$ cat config.mk
export PLATFORM = sky130hd
export DESIGN_NAME = gpr_wb_arbiter
export DESIGN_NICKNAME = d
export VERILOG_FILES = /design/src/rtl/gpr_wb_arbiter.sv
export SDC_FILE = /design/constraint.sdc
export NUM_CORES = 1
export LEC_CHECK = 0
export ABC_AREA = 1
export ABC_CLOCK_PERIOD_IN_PS = 1500
export BUFFER_PORTS_ARGS = -buffer_cell sky130_fd_sc_hd__buf_2
export CAP_MARGIN = 20
export CORE_MARGIN = 8
export CORE_UTILIZATION = 35
export DETAILED_ROUTE_END_ITERATION = 12
export GPL_TIMING_DRIVEN = 0
export MAX_ROUTING_LAYER = met4
export SLEW_MARGIN = 20
export SYNTH_ARGS = -nofsm -noshare
export SYNTH_HDL_FRONTEND = slang
export SYNTH_SLANG_ARGS = --single-unit
$ cat constraint.sdc
create_clock -name clk -period 1.5 [get_ports clk]
set_input_delay 0.15 -clock clk [delete_from_list [all_inputs] [get_ports clk]]
set_output_delay 0.15 -clock clk [all_outputs]
set_load 0.01 [all_outputs]
$ cat src/rtl/gpr_wb_arbiter.sv
// -----------------------------------------------------------------------------
// gpr_wb_arbiter
// Shares the single GPR write port between the execute unit (EXE) and the
// load/store unit (LSU). Round-robin arbitration on ties, valid/ready
// handshakes, one registered write per cycle, writes to x0 are dropped.
//
// Parameters:
//   XLEN   data width of a GPR write
//   AW     register index width
//   CNT_W  stall counter width (only with WB_ARB_PERF_EN)
//
// Ports:
//   clk, rst                      clock, synchronous active-high reset
//   exe_valid/exe_rd/exe_data     EXE writeback request
//   exe_ready                     EXE request accepted this cycle (comb)
//   lsu_valid/lsu_rd/lsu_data     LSU writeback request
//   lsu_ready                     LSU request accepted this cycle (comb)
//   wb_hold                       freeze writeback
//   rf_wen/rf_waddr/rf_wdata      registered register file write port
//   exe_stall_cnt/lsu_stall_cnt   saturating stall counters (WB_ARB_PERF_EN)
//
// Optional feature macro: WB_ARB_PERF_EN adds the stall counters.
// -----------------------------------------------------------------------------
module gpr_wb_arbiter #(
    parameter int unsigned XLEN  = 64,
    parameter int unsigned AW    = 5,
    parameter int unsigned CNT_W = 32
) (
    input  logic             clk,
    input  logic             rst,
    input  logic             exe_valid,
    input  logic [AW-1:0]    exe_rd,
    input  logic [XLEN-1:0]  exe_data,
    output logic             exe_ready,
    input  logic             lsu_valid,
    input  logic [AW-1:0]    lsu_rd,
    input  logic [XLEN-1:0]  lsu_data,
    output logic             lsu_ready,
    input  logic             wb_hold,
`ifdef WB_ARB_PERF_EN
    output logic [CNT_W-1:0] exe_stall_cnt,
    output logic [CNT_W-1:0] lsu_stall_cnt,
`endif
    output logic             rf_wen,
    output logic [AW-1:0]    rf_waddr,
    output logic [XLEN-1:0]  rf_wdata
);

    localparam logic GRANT_EXE = 1'b0;
    localparam logic GRANT_LSU = 1'b1;

    logic            last_grant_q, last_grant_d;
    logic            rf_wen_q,     rf_wen_d;
    logic [AW-1:0]   rf_waddr_q,   rf_waddr_d;
    logic [XLEN-1:0] rf_wdata_q,   rf_wdata_d;

    logic exe_xfer;
    logic lsu_xfer;

    // Grant: nothing during reset/hold; on a tie the requester not last granted wins
    always_comb begin
        exe_ready = 1'b0;
        lsu_ready = 1'b0;
        if (!rst && !wb_hold) begin
            if (exe_valid && lsu_valid) begin
                if (last_grant_q == GRANT_EXE) begin
                    lsu_ready = 1'b1;
                end else begin
                    exe_ready = 1'b1;
                end
            end else begin
                exe_ready = exe_valid;
                lsu_ready = lsu_valid;
            end
        end
    end

    assign exe_xfer = exe_valid && exe_ready;
    assign lsu_xfer = lsu_valid && lsu_ready;

    // Next-state for the write port and arbitration history
    always_comb begin
        last_grant_d = last_grant_q;
        rf_wen_d     = 1'b0;
        rf_waddr_d   = rf_waddr_q;
        rf_wdata_d   = rf_wdata_q;
        if (exe_xfer) begin
            last_grant_d = GRANT_EXE;
            if (exe_rd != '0) begin
                rf_wen_d   = 1'b1;
                rf_waddr_d = exe_rd;
                rf_wdata_d = exe_data;
            end
        end else if (lsu_xfer) begin
            last_grant_d = GRANT_LSU;
            if (lsu_rd != '0) begin
                rf_wen_d   = 1'b1;
                rf_waddr_d = lsu_rd;
                rf_wdata_d = lsu_data;
            end
        end
    end

    always_ff @(posedge clk) begin
        if (rst) begin
            last_grant_q <= GRANT_EXE;
            rf_wen_q     <= 1'b0;
            rf_waddr_q   <= '0;
            rf_wdata_q   <= '0;
        end else begin
            last_grant_q <= last_grant_d;
            rf_wen_q     <= rf_wen_d;
            rf_waddr_q   <= rf_waddr_d;
            rf_wdata_q   <= rf_wdata_d;
        end
    end

    assign rf_wen   = rf_wen_q;
    assign rf_waddr = rf_waddr_q;
    assign rf_wdata = rf_wdata_q;

`ifdef WB_ARB_PERF_EN
    logic [CNT_W-1:0] exe_stall_q, exe_stall_d;
    logic [CNT_W-1:0] lsu_stall_q, lsu_stall_d;

    // Saturating stall counters; hold cycles count as stalls
    always_comb begin
        exe_stall_d = exe_stall_q;
        lsu_stall_d = lsu_stall_q;
        if (exe_valid && !exe_ready && (exe_stall_q != '1)) begin
            exe_stall_d = exe_stall_q + CNT_W'(1);
        end
        if (lsu_valid && !lsu_ready && (lsu_stall_q != '1)) begin
            lsu_stall_d = lsu_stall_q + CNT_W'(1);
        end
    end

    always_ff @(posedge clk) begin
        if (rst) begin
            exe_stall_q <= '0;
            lsu_stall_q <= '0;
        end else begin
            exe_stall_q <= exe_stall_d;
            lsu_stall_q <= lsu_stall_d;
        end
    end

    assign exe_stall_cnt = exe_stall_q;
    assign lsu_stall_cnt = lsu_stall_q;
`endif

endmodule

Yosys cells after proc, flatten, opt, wreduce, memory -nomap -nowiden
Index checks and enable logic that the tools add are counted.

word-level totals
  register bits = 71
  input port bits = 143
  output and inout bits = 72

operators by class
  eq/ne operators = 1
  multiplexer cells = 18
  reductions and logical operators = 12

operators by type and width
  operator                                       number
  two-way mux 64 bit                             4
  two-way mux 5 bit                              4
  two-way mux 1 bit                              10
  nonzero test 5 bit                             2
  logical AND 1 bit                              4
  nonzero test 2 bit                             2
  AND reduction 3 bit                            1
  zero test 1 bit                                2
  != test 2 x 1 -> 1 bit, second input constant  1
  OR reduction 2 bit                             1

Longest topological paths before layout
Gate-level depths: netlist of run 1.

  depth in word-level cells = 6
  gate-level depth with buffers = 10
  mapped depth without buffers = 8

Worst setup path before layout of run 1
OpenSTA, ideal clock, no wires.

  path kind = reg-to-reg
  start = reg last_grant_q
  end = reg rf_wdata_q[26] (netlist: rf_wdata[26])
  setup time = 0.115 ns
  arrival = 1.287 ns
  setup slack = 0.098 ns
  cell stages (with the launch flop) = 10
  clock period less this slack = 1.402 ns
  path through = dfxtp_1 -> inv_2 -> nand2_2 -> inv_2 -> nor2_2 -> nand2_2 -> buf_2 -> buf_2 -> a21oi_1 -> nor2_1

on the way
  longest elaborated chain between the ends = 6

ends and longest elaborated chain
  what                                                                           line  text
  from (decl)                                                                    52    logic last_grant_q, last_grant_d;
  from (signal assigned)                                                         111   last_grant_q <= last_grant_d;
  two-way mux 1 bit (*)                                                          66    if (last_grant_q == GRANT_EXE) begin
  two-way mux 1 bit (*)                                                          65    if (exe_valid && lsu_valid) begin
  two-way mux 1 bit (*)                                                          64    if (!rst && !wb_hold) begin
  named net exe_ready                                                            34    output logic exe_ready,
  logical AND 1 bit (*)                                                          78    assign exe_xfer = exe_valid && exe_ready;
  != test 2 x 1 -> 1 bit (no source line) or nonzero test 2 bit (tied branches)  -
  AND reduction 3 bit (no source line)                                           -
  to (signal assigned)                                                           114   rf_wdata_q <= rf_wdata_d;
  to (decl)                                                                      55    logic [XLEN-1:0] rf_wdata_q, rf_wdata_d;

Mark *: on every way through the listed nets, which the timed path passes. The rest lies on a longest branch.
A chain may end at the register's enable or synchronous reset.

Worst setup path in the final report of run 1
  start = reg last_grant_q
  end = reg rf_wdata_q[13] (netlist: rf_wdata[13])

on the way
  longest elaborated chain between the ends = 6

ends and longest elaborated chain
  what                                                                           line
  two-way mux 1 bit                                                              66
  two-way mux 1 bit                                                              65
  two-way mux 1 bit                                                              64
  logical AND 1 bit (on tied branches)                                           78, 79
  != test 2 x 1 -> 1 bit (no source line) or nonzero test 2 bit (tied branches)  -
  AND reduction 3 bit (no source line)                                           -

Several ways; a longest one is shown, not always the timed one.

==> results.yml, run 1 <==
flow_run:
  cap_violations: 0
logic_synthesis:
  synth_commonest_cells: "nand2_1, nor2_1, dfxtp_1, inv_1, nand3_1"
  synth-simple-area-share: 0.446
  synth_compound_area_frac: 0.0822
  synth_seq_cells: 71
  synthFlopType: "dfxtp_1"
  syn_inst: 712
  synth_xor_xnor_area_share: 0
  synth_area_sq_mm: 0.00429
  synth_top_family_by_area: "simple AND/OR/NAND/NOR gates"
  synth_edf_count: 0
  syn_area_per_cell_sq_um: 6.03
  synthArstFlopShare: 0
  yosysMostFrequentCell: "nand2_1"
  seq_area_frac_synth: 0.331
  synthAdderAreaFrac: 0
  synth.area.mux_share: 0
  syn_nets: 855
  synth_warnings: 0
  ys_types: 18
  synth_top_area_frac: 0.331
  synth_area_leaders: "dfxtp_1, nand2_1, nand4_1, nand3_1, a21oi_1"
  yosysTopAreaCell: "dfxtp_1"
drt:
  met1_length_mm: 7.26
  viasPerCell: 4.81
  dr.pass1.iters: 5
  finalWirelength_mm: 16.2
  highest_layer: "met4"
  drcViolationCount: 0
  vias: 5244
  dr_wl_met3_mm: 1.02
  first_iter_violations: 295
  ant_nets: 0
  wl_per_cell_um: 14.9
  met2_length_mm: 7.74
clock_network:
  cts_made_buffers: 9
  cts_htree_levels: 3
  holdBufCountCts: 0
  cts-root-buf: "clkbuf_16"
  cts_tree: "done"
  clk_pin_slew_worst_paths_ns: 0.06
  cts_buffer_depth: 2
  cts_sinks: 71
  clk_latency_ns: 0.34
setup_path:
  cp_num_cells: 9
  cp_top_family: "buffers and inverters"
  slowest_delay_ns: 0.34
  cp.buffers_inverters: 4
  required_ns: 1.73
  r2r-start: "last_grant_q"
  crit_slowest_cell: "dfxtp_2"
  crit_start: "last_grant_q"
  critical_path.max_fanout: 10
  worst_setup_path_end_kind: "flop"
  path_class: "flop to flop"
  arrival_ns: 1.65
  critPathLaunchType: "flop"
  worstPathCellList: "inv_2 > nand2_4 > inv_2 > nor2_4 > nand2_4 > buf_8 > buf_4 > a21oi_1 > nor2_1"
  r2r.worst_path.cells: 9
floorplanning:
  dieArea_sq_mm: 0.0161
  ios: 215
  core_sq_mm: 0.0120
  fp-row-count: 40
  initial_core_util: 0.357
  fp.dieH_um: 127
  die_w_um: 127
power:
  internal_power_mw: 3.68
  power_density_mw_per_mm2: 884
  power_switching_share: 0.296
  ir_drop_v: 0.000489
  leakage_nw: 3.40
  finalPower_mw: 5.23
  combPwrFrac: 0.233
  pwr-share-seq: 0.402
  clockPowerShare: 0.365
  p_switching_mw: 1.55
final_layout:
  fin_cells: 1090
  layout.nets: 1081
  num-fill-cells: 1339
  area_delta_synth_final_pct: 37.9
  fin_util: 0.493
  drive_gt1_frac: 0.305
grt:
  grt_pass1_vias: 5156
  grt_usage: 0.202
  antenna_found_initial: 3
  grt_pass1_wl_mm: 25.7
  grt_max_degree: 20
  grt_overflow: 0
place:
  dpl_worst_slack_ns: -0.389
  io_buffer_count: 213
  routabilityCongestion: 0.822
  numPlacedInstances: 1072
  dp_hpwl_mm: 12.2
timing:
  slew_headroom: 0.671
  hold_ws_ns: 0.127
  hold_viol: 0
  fmax_mhz: 705
  setup_violations: 0
  worst_pin_slew_ns: 0.494
  layout_min_cycle_time_ns: 1.42
  fin_skew_ns: 0.00426
  slew_viol_final: 0
  period_share: 0.946
  setup_ws_ns: 0.0811
min_path:
  hold_path_depth: 5
  min-delay-start: "lsu_data[16]"
  hold_path.class: "input pin to flop"
run_status:
  outcome: "completed"
[worst reg2reg max path: stages, from the launching register on]
cell and delay, ns:
dfxtp_2 0.34, inv_2 0.04, nand2_4 0.10, inv_2 0.06, nor2_4 0.12, nand2_4 0.08
buf_8 0.16, buf_4 0.17, a21oi_1 0.18, nor2_1 0.06
[metrics by stage]
| step | TNS (ns) | area [sq um] |
|---|---|---|
| after floorplan | 0 | 4290 |
| after global placement | -22.57 | 5540 |
| after detailed placement | -21.67 | 5540 |
| after CTS | 0 | 5840 |
| after global routing | -0.0302 | 5920 |
| final | 0 | 5920 |
[power by group through the flow]
stage / registers (mW) / clock network, mW / logic, mW
floorplan: 2.21 / 0 / 0.615
detailed placement: 2.14 / 0 / 1.19
global placement: 2.14 / 0 / 1.19
CTS: 2.10 / 1.97 / 1.21
finish: 2.10 / 1.91 / 1.22
global route: 2.12 / 2.03 / 1.38
[cell usage in the layout (no fill, tap or decap)]
master,instances
a21oi_2,2
nand2_2,3
nand2_4,2
nor2_1,73
inv_1,71
nand3b_1,2
buf_2,227
clkbuf_8,1
buf_4,14
nand2_1,209
nand3_1,69
a21oi_1,67
clkbuf_2,11
nor2_4,3
diode_2,3
nand3_4,1
clkbuf_16,9
nand4_1,69
inv_2,3
buf_6,6
dfxtp_2,1
o211ai_1,1
buf_8,1
clkbuf_4,2
dfxtp_1,70
clkinvlp_4,1
clkbuf_1,22
[sequential cells by signal (all words and copies together) (netlist names)]
register	count
rf_wdata	64
rf_waddr	5
last_grant_q	1
rf_wen	1
[final cells by class]
class	count	area, sq um	area share
flip-flops and latches	71	1420	0.240
clock inverters	1	7.51	0.00127
clock buffers	12	246	0.0416
diodes	3	7.51	0.00127
multi-input cells	501	2300	0.389
repair buffers	216	1090	0.184
well taps	147	184	0.0311
inverters	74	278	0.0469
plain buffers	65	380	0.0643
[routing by layer]
layer  track usage  vias to the layer above
met5             -                        -
met4        0.0623                        0
met3        0.0499                       13
met2         0.327                      167
met1         0.243                     2316
li1              -                     2748
[worst paths after layout]
kind | slack (ns) | end
worst max-delay path | 0.08 | rf_wdata[13]
worst min-delay path | 0.13 | rf_wdata[16]
worst max register to register | 0.08 | rf_wdata[13]
worst min register to register | 0.52 | last_grant_q
[kinds of logic (layout without fill, tap and decap cells)]
logic type      count (synthesis)  in the layout
compound gates                 70             70
simple gates                  431            431
other cells                     0              3
flops                          71             71
buf+inv                       140            368
[repair_timing]
item | 4_1_cts | 5_1_grt
gates resized for setup | 15 | 34
setup buffers | 2 | 1
pin swaps | 1 | 2
endpoints found under the setup margin | 70 | 69
No activity file was read; power rests on OpenSTA's default activity.
==> inputs of run 2 (changes only) <==
--- a/config.mk
+++ b/config.mk
@@ -11,6 +11,7 @@
 export CAP_MARGIN = 20
 export CORE_MARGIN = 8
 export CORE_UTILIZATION = 35
+export CTS_BUF_LIST = sky130_fd_sc_hd__clkbuf_2 sky130_fd_sc_hd__clkbuf_4 sky130_fd_sc_hd__clkbuf_8
 export DETAILED_ROUTE_END_ITERATION = 12
 export GPL_TIMING_DRIVEN = 0
 export MAX_ROUTING_LAYER = met4
==> results.yml, run 2 (synthesized netlist as in run 1, its figures left out) <==
floorplanning:
  fp-row-count: 40
  die_w_um: 127
  core_sq_mm: 0.0120
  fp.dieH_um: 127
  dieArea_sq_mm: 0.0161
  ios: 215
  initial_core_util: 0.357
setup_path:
  path_class: "flop to flop"
  arrival_ns: 1.70
  worstPathCellList: "nand2_1 > inv_1 > nor2_4 > nand2_2 > clkbuf_4 > clkbuf_4 > a21oi_1 > nor2_1"
  cp_num_cells: 8
  reg2reg_slack_ns: 0.05
  crit_start: "last_grant_q"
  critPathLaunchType: "flop"
  worst_setup_path_end_kind: "flop"
  crit_top_cell: "clkbuf_4"
  r2r.worst_path.cells: 8
  r2r-start: "last_grant_q"
  required_ns: 1.76
  critical_path.max_fanout: 10
  slowest_delay_ns: 0.33
  crit_slowest_cell: "dfxtp_2"
  rr_endpoint: "rf_wdata[40]"
  cp_top_family: "buffers and inverters"
  endpoint: "rf_wdata[40]"
  cp.buffers_inverters: 3
power:
  leakage_nw: 3.37
  ir_drop_v: 0.000446
  power_density_mw_per_mm2: 802
timing:
  slew_viol_final: 0
  worst_pin_slew_ns: 0.490
  setup_tns_ns: 0
  setup_violations: 0
  period_share: 0.964
  hold_ws_ns: 0.0982
  fin_skew_ns: 0.00496
  fmax_mhz: 692
  slew_headroom: 0.674
  hold_viol: 0
  layout_min_cycle_time_ns: 1.45
clock_network:
  clk_latency_ns: 0.36
  cts_htree_levels: 3
  cts_tree: "done"
  cts_sinks: 71
  clk_pin_slew_worst_paths_ns: 0.07
  cts_buffer_depth: 2
  cts-root-buf: "clkbuf_8"
  cts_made_buffers: 9
grt:
  grt_pass1_wl_mm: 25.6
  grt_max_degree: 20
  antenna_found_initial: 3
  grt_usage: 0.202
  grt_overflow: 0
  grt_pass1_vias: 5144
final_layout:
  layout.nets: 1081
  area_delta_synth_final_pct: 36.1
  final_cell_mix: "buf_2, nand2_1, nor2_1"
  fin_cells: 1090
  final_common_cell: "buf_2"
  drive_gt1_frac: 0.310
  largest_reg_flops: 64
drt:
  ant_nets: 0
  vias: 5226
  wl_per_cell_um: 14.9
  viasPerCell: 4.79
  finalWirelength_mm: 16.2
  dr.pass1.iters: 4
  drcViolationCount: 0
  first_iter_violations: 313
place:
  io_buffer_count: 213
  dp_hpwl_mm: 12.2
  routabilityCongestion: 0.822
  numPlacedInstances: 1072
min_path:
  hold_path.class: "input pin to flop"
flow_run:
  cap_violations: 0
run_status:
  outcome: "completed"
run 2: cell count changes in the layout (fill, tap and decap cells not counted), sizes merged:
cell / change
buf: -1
clkbuf: +1
run 2: repair_timing:
item	in CTS	in global routing
pin swaps	1	2
hold buffers	0	0
buffers inserted	2	1
setup endpoints to repair	70	69
resized for setup	17	38
run 2: how the worst min path moves through the flow:
stage / slack, ns / to / startpoint / cells past startpoint
3_3_place_gp: 0.47 / rf_wdata[35] / lsu_data[35] / 5
4_1_cts: 0.08 / rf_wdata[16] / lsu_data[16] / 5
5_1_grt: 0.10 / rf_wdata[48] / lsu_data[48] / 5
6_report: 0.1 / rf_wdata[16] / lsu_data[16] / 5
2_1_floorplan: 0.37 / rf_waddr[0] / lsu_rd[0] / 4
3_5_place_dp: 0.47 / rf_wdata[16] / lsu_data[16] / 5
run 2: tightest hold or removal path, cell delays in order:
cell	delay, ns
buf_2	0.08
nand2_1	0.04
nand2_1	0.05
a21oi_1	0.03
nor2_1	0.08
run 2: routing by layer:
layer / vias up / wire length, um / track usage
met1: 2318 / 7390 / 0.241
met3: 7 / 944 / 0.0599
li1: 2744 / - / -
met4: 0 / 126 / 0.0497
met5: - / 0 / -
met2: 157 / 7740 / 0.326
run 2: where the power goes:
| part | switching, mW | internal [mW] |
|---|---|---|
| logic | 0.707 | 0.515 |
| clock network | 0.705 | 0.656 |
| registers | 0.0709 | 2.03 |
| total | 1.48 | 3.20 |
run 2: cell type report:
cell class | instances | area (sq um)
fill | 1351 | 6170
multi-input combinational | 501 | 2310
sequential | 71 | 1420
timing repair buffer | 216 | 1090
buffer | 65 | 388
inverter | 74 | 278
tap | 147 | 184
clock buffer | 12 | 153
clock inverter | 1 | 7.51
antenna | 3 | 7.51
run 2: metrics by stage:
step | area (sq um) | power [mW] | utilization | worst slack [ns]
3_5_place_dp | 5540 | 3.33 | 0.461 | -0.389
3_3_place_gp | 5540 | 3.33 | 0.461 | -0.396
5_1_grt | 5840 | 4.98 | 0.486 | -0.0134
6_report | 5840 | 4.68 | 0.486 | 0.0545
2_1_floorplan | 4290 | 2.82 | - | 0.0982
4_1_cts | 5750 | 4.72 | 0.479 | 0.00541
